<file path="src/rtl/y86_seq_ctrl.sv">
// Multi-cycle sequencer for the Y86-64 SEQ core: owns pc/stat and walks each instruction through its stages.
// Optional performance counters (cyc_cnt, ins_cnt) are enabled by defining Y86_SEQ_PERF_CNT_EN.
module y86_seq_ctrl #(
    parameter int unsigned       ADDR_W   = 64,
    parameter logic [ADDR_W-1:0] START_PC = '0,
    parameter int unsigned       CNT_W    = 32
) (
    input  logic              clk,
    input  logic              rst_n,
    input  logic              start,
    output logic              imem_req,
    input  logic              imem_ack,
    input  logic [3:0]        icode,
    input  logic              instr_valid,
    input  logic              imem_error,
    output logic              dmem_req,
    input  logic              dmem_ack,
    input  logic              dmem_error,
    input  logic              cnd,
    input  logic [ADDR_W-1:0] valC,
    input  logic [ADDR_W-1:0] valP,
    input  logic [ADDR_W-1:0] valM,
    output logic [ADDR_W-1:0] pc,
    output logic              en_decode,
    output logic              en_execute,
    output logic              en_wb,
    output logic [3:0]        stat,
`ifdef Y86_SEQ_PERF_CNT_EN
    output logic              busy,
    output logic [CNT_W-1:0]  cyc_cnt,
    output logic [CNT_W-1:0]  ins_cnt
`else
    output logic              busy
`endif
);

    typedef enum logic [2:0] {
        IDLE, FETCH, DECODE, EXECUTE, MEMORY, WRITEBACK, PCUPD, HALT
    } state_t;

    typedef enum logic [3:0] {
        STAT_AOK = 4'd1,
        STAT_HLT = 4'd2,
        STAT_ADR = 4'd3,
        STAT_INS = 4'd4
    } stat_t;

    if (ADDR_W < 1 || CNT_W < 1) begin : gParamCheck
        $error("y86_seq_ctrl: ADDR_W and CNT_W must be at least 1");
    end

    state_t            state, stateNext;
    stat_t             statR, statNext;
    logic [ADDR_W-1:0] pcNext;
    logic [3:0]        icodeR;
    logic [ADDR_W-1:0] valCR, valPR, valMR;
    logic              cndR;
    logic              fetchAck, memAck, memOp;

    assign stat = statR;

    // An ack only counts while our own registered request is up.
    always_comb begin
        fetchAck = (state == FETCH) && imem_req && imem_ack;
        memAck   = (state == MEMORY) && dmem_req && dmem_ack;
        memOp    = icodeR inside {4'h4, 4'h5, 4'h8, 4'h9, 4'hA, 4'hB};
        busy     = (state != IDLE) && (state != HALT);
    end

    always_comb begin
        stateNext  = state;
        statNext   = statR;
        pcNext     = pc;
        en_decode  = 1'b0;
        en_execute = 1'b0;
        en_wb      = 1'b0;
        case (state)
            IDLE: if (start) stateNext = FETCH;
            FETCH: begin
                if (fetchAck) begin
                    if (imem_error) begin
                        statNext  = STAT_ADR;
                        stateNext = HALT;
                    end else if (!instr_valid) begin
                        statNext  = STAT_INS;
                        stateNext = HALT;
                    end else if (icode == 4'h0) begin
                        statNext  = STAT_HLT;
                        pcNext    = valP;
                        stateNext = HALT;
                    end else begin
                        stateNext = DECODE;
                    end
                end
            end
            DECODE: begin
                en_decode = 1'b1;
                stateNext = EXECUTE;
            end
            EXECUTE: begin
                en_execute = 1'b1;
                stateNext  = memOp ? MEMORY : WRITEBACK;
            end
            MEMORY: begin
                if (memAck) begin
                    if (dmem_error) begin
                        statNext  = STAT_ADR;
                        stateNext = HALT;
                    end else begin
                        stateNext = WRITEBACK;
                    end
                end
            end
            WRITEBACK: begin
                en_wb     = 1'b1;
                stateNext = PCUPD;
            end
            PCUPD: begin
                stateNext = FETCH;
                case (icodeR)
                    4'h8:    pcNext = valCR;
                    4'h7:    pcNext = cndR ? valCR : valPR;
                    4'h9:    pcNext = valMR;
                    default: pcNext = valPR;
                endcase
            end
            HALT: begin
                if (start) begin
                    pcNext    = START_PC;
                    statNext  = STAT_AOK;
                    stateNext = FETCH;
                end
            end
            default: stateNext = IDLE;
        endcase
    end

    // dmem_req is armed from EXECUTE so a zero-wait access spends a single cycle in MEMORY.
    always_ff @(posedge clk or negedge rst_n) begin
        if (!rst_n) begin
            state    <= IDLE;
            statR    <= STAT_AOK;
            pc       <= START_PC;
            imem_req <= 1'b0;
            dmem_req <= 1'b0;
        end else begin
            state    <= stateNext;
            statR    <= statNext;
            pc       <= pcNext;
            imem_req <= (state == FETCH) && !fetchAck;
            dmem_req <= ((state == EXECUTE) && memOp) || ((state == MEMORY) && !memAck);
        end
    end

    always_ff @(posedge clk or negedge rst_n) begin
        if (!rst_n) begin
            icodeR <= '0;
            valCR  <= '0;
            valPR  <= '0;
            valMR  <= '0;
            cndR   <= 1'b0;
        end else begin
            if (fetchAck) begin
                icodeR <= icode;
                valCR  <= valC;
                valPR  <= valP;
            end
            if (state == EXECUTE) cndR <= cnd;
            if (memAck) valMR <= valM;
        end
    end

`ifdef Y86_SEQ_PERF_CNT_EN
    logic startOk;
    assign startOk = start && !busy;

    always_ff @(posedge clk or negedge rst_n) begin
        if (!rst_n) begin
            cyc_cnt <= '0;
            ins_cnt <= '0;
        end else if (startOk) begin
            cyc_cnt <= '0;
            ins_cnt <= '0;
        end else begin
            if (busy && cyc_cnt != '1) cyc_cnt <= cyc_cnt + CNT_W'(1);
            if (state == PCUPD && ins_cnt != '1) ins_cnt <= ins_cnt + CNT_W'(1);
        end
    end
`endif

endmodule

</file>
<file path="config.mk">
export PLATFORM = sky130hd
export DESIGN_NAME = y86_seq_ctrl
export DESIGN_NICKNAME = d
export VERILOG_FILES = /design/src/rtl/y86_seq_ctrl.sv
export SDC_FILE = /design/constraint.sdc
export NUM_CORES = 1
export LEC_CHECK = 0
export CORE_ASPECT_RATIO = 0.9
export CORE_MARGIN = 4
export CORE_UTILIZATION = 54
export DETAILED_ROUTE_END_ITERATION = 8
export GPL_TIMING_DRIVEN = 0
export PLACE_DENSITY = 0.85
export SETUP_SLACK_MARGIN = 0.05
export SLEW_MARGIN = 20
export SYNTH_ARGS = -nofsm -noshare
export SYNTH_HDL_FRONTEND = slang
export SYNTH_SLANG_ARGS = --single-unit
</file>
<file path="constraint.sdc">
create_clock -name clk -period 5.1 [get_ports clk]
set_input_delay 1.53 -clock clk [delete_from_list [all_inputs] [get_ports clk]]
set_output_delay 1.53 -clock clk [all_outputs]
set_load 0.03 [all_outputs]
</file>
# Word-level counts from Yosys, hierarchy flattened
# Index checks and enable logic that the tools add are counted.
word_totals:
  output_inout_bits: 74
  in_bits: 205
  register_bits: 270
op_classes:
  eq_ne: 24
  n_mux: 28
  reduce_logical: 21
ops:
  columns: ["operator", "count"]
  rows:
  - ["$mux 64", 6]
  - ["$pmux 64 s3", 2]
  - ["$mux 4", 7]
  - ["$pmux 3 s7", 1]
  - ["$mux 3", 6]
  - ["$eq 4x4->1 const B", 4]
  - ["$eq 3x3->1 const B", 4]
  - ["$eq 4x3->1 const B", 3]
  - ["$ne 2x2->1 const B", 6]
  - ["$pmux 4 s3", 1]
  - ["$reduce_and 6->1", 2]
  - ["$reduce_bool 3->1", 3]
  - ["$logic_and 1x1->1", 8]
  - ["$eq 3x2->1 const B", 2]
  - ["$reduce_bool 6->1", 1]
  - ["$logic_not 4->1", 1]
  - ["$mux 1", 4]
  - ["$ne 2x1->1 const B", 2]
  - ["$ne 4x3->1 const B", 1]
  - ["$eq 3x1->1 const B", 1]
  - ["$logic_not 3->1", 1]
  - ["$ne 3x3->1 const B", 1]
  - ["$reduce_and 3->1", 1]
  - ["$logic_not 1->1", 2]
  - ["3 further kinds", 3]

# Logic depth before layout (Yosys ltp)
logic_depth:
  depth_word: 6
  ltp_mapped: 7
  depth_no_buf: 4

# Worst setup path after synthesis
# No wires, ideal clock.
synth_timing:
  kind: "in2reg"
  startpoint: "input icode[1]"
  endpoint: "register pc[0]"
  setup_ps: 148
  t_required_ps: 4952
  n_path_buf: 2
  arrival_time_ps: 2825
  stages: 5
  slack_ps: 2127
  cell_sequence: "or4_1 > nor4_4 > buf_12 > buf_12 > o221ai_2"
synth_via:
  elab_chain_len: 3
synth_lines:
  columns: ["element", "line_no", "source"]
  rows:
  - ["start, declared", "13", "input logic [3:0] icode,"]
  - ["$logic_not 4->1", "87", "end else if (icode == 4'h0) begin"]
  - ["$ne 2x1->1 (no line)", null, null]
  - ["$reduce_and 6->1 (no line)", null, null]
  - ["end signal, assigned", "149", "pc <= pcNext;"]
  - ["end, declared", "23", "output logic [ADDR_W-1:0] pc,"]
# Every way passes these cells.
# A chain may end at the register's enable or synchronous reset.

# Worst setup path after layout
layout_timing:
  startpoint: "register state[0]"
  endpoint: "output en_execute"
layout_via:
  elab_chain_len: 2
layout_lines:
  columns: ["element", "line_no", "source"]
  rows:
  - ["start, declared", "52", "state_t state, stateNext;"]
  - ["start signal, assigned", "147", "state <= stateNext;"]
  - ["$eq 3x2->1", "77", "case (state)"]
  - ["$mux 1", "77", null]
  - ["end, declared", "25", "output logic en_execute,"]
# Every way passes these cells.

==> impl_metrics.py <==
metrics = {
    "run_status": {
        "run_status": "complete, no violations",
    },
    "synth": {
        "synth_cells": 859,
        "synth_area_um2": 12100,
        "synth_nets": 1064,
        "yosysUniqueCellTypes": 46,
        "yosys.area.top_type": "dfrtp_1",
        "syn_area_per_cell_um2": 14.0,
        "ys.flop_type": "dfrtp_1",
        "synth-edff-count": 0,
        "synth_area_leaders": "dfrtp_1 56%, mux2_2 19%, o221ai_2 7.5%, a222oi_1 5.3%, nand2_1 2.8%",
        "yosysTopAreaCellShare_pct": 55.6,
        "yosysSeqAreaShare_pct": 55.8,
        "async_flop_share_pct": 100,
        "synth_seq_cells": 269,
        "ys_warn_count": 0,
    },
    "critical_path": {
        "cp.arrival_ps": 2350,
        "cp.required_ps": 3570,
        "crit_buf_inv": 2,
        "worstPathCellList": "clkbuf_1 -> and3_1 -> clkdlybuf4s50_1",
        "critical-path-max-stage-delay_ps": 720,
        "setup.worst_path.end_class": "output port",
        "cp_top_family": "buffers and inverters",
        "start_kind": "flop",
        "path_class": "reg -> out",
        "crit_fanout": 10,
        "cpMaxStageDelayCell": "clkdlybuf4s50_1",
    },
    "clock_network": {
        "holdBufCountCts": 0,
        "tritoncts": "yes",
        "worstSkewPairLatency_ps": 520,
        "numCtsBuffers": 27,
        "cts_buffer_depth": 3,
        "clk_pin_slew_ps": 60,
        "h-tree-depth": 1,
        "root_buffer": "clkbuf_16",
        "post_cts_resize_count": 0,
        "cts_setup_buffers": 0,
        "cts.sinks": 269,
    },
    "job": {
        "drv_cap": 0,
    },
    "cells_and_area": {
        "nets": 1373,
        "stdcell_count": 1478,
        "fin_util_pct": 73.8,
        "area_delta_synth_final_pct": 33.6,
        "layout-drive-gt1-share_pct": 32.9,
        "antennaDiodeCount": 0,
    },
    "floorplan": {
        "rows": 51,
        "start_util_pct": 55.3,
        "die_area_um2": 24800,
        "die-width_um": 166,
        "coreArea_um2": 21800,
        "pin_count": 279,
        "fp.dieH_um": 150,
    },
    "sta": {
        "worst_pin_slew_ps": 1020,
        "slew_headroom_pct": 31.9,
        "hold_viol": 0,
        "fmax_ghz": 0.258,
        "finalCritPeriodShare_pct": 76.1,
        "slew_violations": 0,
        "rsz0062_at_grt": "no",
        "setup_viol": 0,
        "fin_skew_ps": 7.61,
        "period_needed_ps": 3880,
    },
    "route": {
        "post-route-drc-count": 0,
        "first_iter_violations": 923,
        "vias": 8940,
        "drt_pass1_iterations": 8,
        "vias_per_cell": 6.05,
        "routedWlPerCell_um": 23.1,
        "wl_mm": 34.2,
        "drtAntennaViolNets": 0,
    },
    "global_route": {
        "grt_pass1_wl_mm": 52.5,
        "grt_max_degree": 100,
        "grt_use_total_pct": 27.1,
        "antenna_found_initial": 1,
        "gr-total-overflow": 0,
        "grt_pass1_vias": 9422,
    },
    "placement": {
        "gp_congestion": 0.870,
        "dp.cells": 1430,
        "port-buffer-count": 277,
        "dpl.hpwl_mm": 23.7,
    },
    "worst_hold_path": {
        "min_path_type": "reg -> reg",
    },
    "pwr": {
        "irDropWorstVdd_uv": 403,
        "pwr_density_cell_nw_per_um2": 576,
        "report.power.total_w": 0.00928,
        "leakage_nw": 6.74,
    },
}
report_power, final:
group / total (W) / switching [W] / internal (W) / leakage (nW)
logic: 0.00363 / 0.00186 / 0.00178 / 2.86
registers: 0.00375 / 0.000604 / 0.00314 / 3.46
clock network: 0.00190 / 0.000809 / 0.00109 / 0.418
cell families after synthesis:
family / Yosys count / share of synthesized area [%]
mux: 199 / 18.6
flops: 269 / 55.8
compound gates: 152 / 14.4
other cells: 1 / 0.0311
buf+inv: 74 / 4.44
simple gates: 164 / 6.75
metal layers:
layer / vias to the layer above / track usage (%) / wire length, um
li1: 3890 / - / -
met5: - / 0 / 8
met4: 2 / 7.75 / 1000
met3: 75 / 5.43 / 2630
met2: 428 / 45.1 / 16700
met1: 4545 / 36.5 / 13800
sequential cells by signal, summed over array words and instances, names as in the netlist:
signal,flops
cndR,1
dmem_req,1
icodeR,4
imem_req,1
pc,64
stat,3
state,3
valCR,64
valMR,64
valPR,64
cells in the final DEF, fill, tap and decap left out, types with 2 or more instances in the layout:
master	n
buf_2	10
a21oi_1	6
nor2_1	8
clkbuf_1	44
nor3_1	2
buf_8	4
a31o_2	2
o221ai_1	4
buf_12	10
buf_4	10
nand2_1	91
o21ai_0	4
buf_16	2
buf_6	2
dfrtp_1	268
mux2_2	199
nand2_2	44
clkinv_2	5
a222oi_1	64
clkbuf_8	8
inv_1	3
clkdlybuf4s50_1	276
clkbuf_16	27
o221ai_2	60
nand2b_1	4
o31ai_1	3
a21boi_0	2
per-stage QoR:
step	cell area, um^2	hold WS (ps)	worst slack [ps]	TNS (ps)
floorplan	12100	478	2130	0
global placement	15200	488	-8960	-2398680
detailed placement	15300	490	1390	0
CTS	16100	506	1190	0
global route	16100	521	1090	0
finish	16100	507	1220	0
Yosys cell counts, types with 2 or more instances:
| master | count |
|---|---|
| a222oi_1 | 64 |
| dfrtp_1 | 268 |
| o221ai_1 | 4 |
| buf_2 | 10 |
| o21ai_0 | 4 |
| nor3_1 | 2 |
| buf_8 | 3 |
| buf_6 | 2 |
| inv_1 | 3 |
| nor2_1 | 8 |
| a21oi_1 | 6 |
| buf_12 | 10 |
| o221ai_2 | 60 |
| a31o_2 | 2 |
| mux2_2 | 199 |
| buf_4 | 9 |
| nand2b_1 | 4 |
| clkbuf_1 | 37 |
| nand2_1 | 91 |
| o31ai_1 | 3 |
| nand2_2 | 44 |
| a21boi_0 | 2 |
path summary, 6_finish.rpt:
kind | from | cells after the start | to | slack [ps]
setup / recovery | state[0] | 3 | en_execute | 1220
hold / removal | valCR[33] | 1 | valCR[33] | 510
setup reg to reg | icodeR[2] | 5 | pc[13] | 2580
hold reg to reg | valCR[33] | 1 | valCR[33] | 510
max in group asynchronous | rst_n | 3 | valCR[15] | 2770
min in group asynchronous | rst_n | 1 | valPR[49] | 990
worst register-to-register path, cell delays in order (launching register included):
cell and delay [ps]:
dfrtp_1 410, nand2b_1 180, nor3_2 770, clkbuf_1 560, a222oi_1 290, o221ai_2 220
layout make-up:
type	count	area (um^2)
repair buffers	280	2840
well taps	291	364
fillers	1472	5710
multi-input cells	516	4800
clock inverters	6	32.5
inverters	3	11.3
flip-flops and latches	269	6730
plain buffers	71	524
clock buffers	42	812
(Power assumes the default switching activity.)
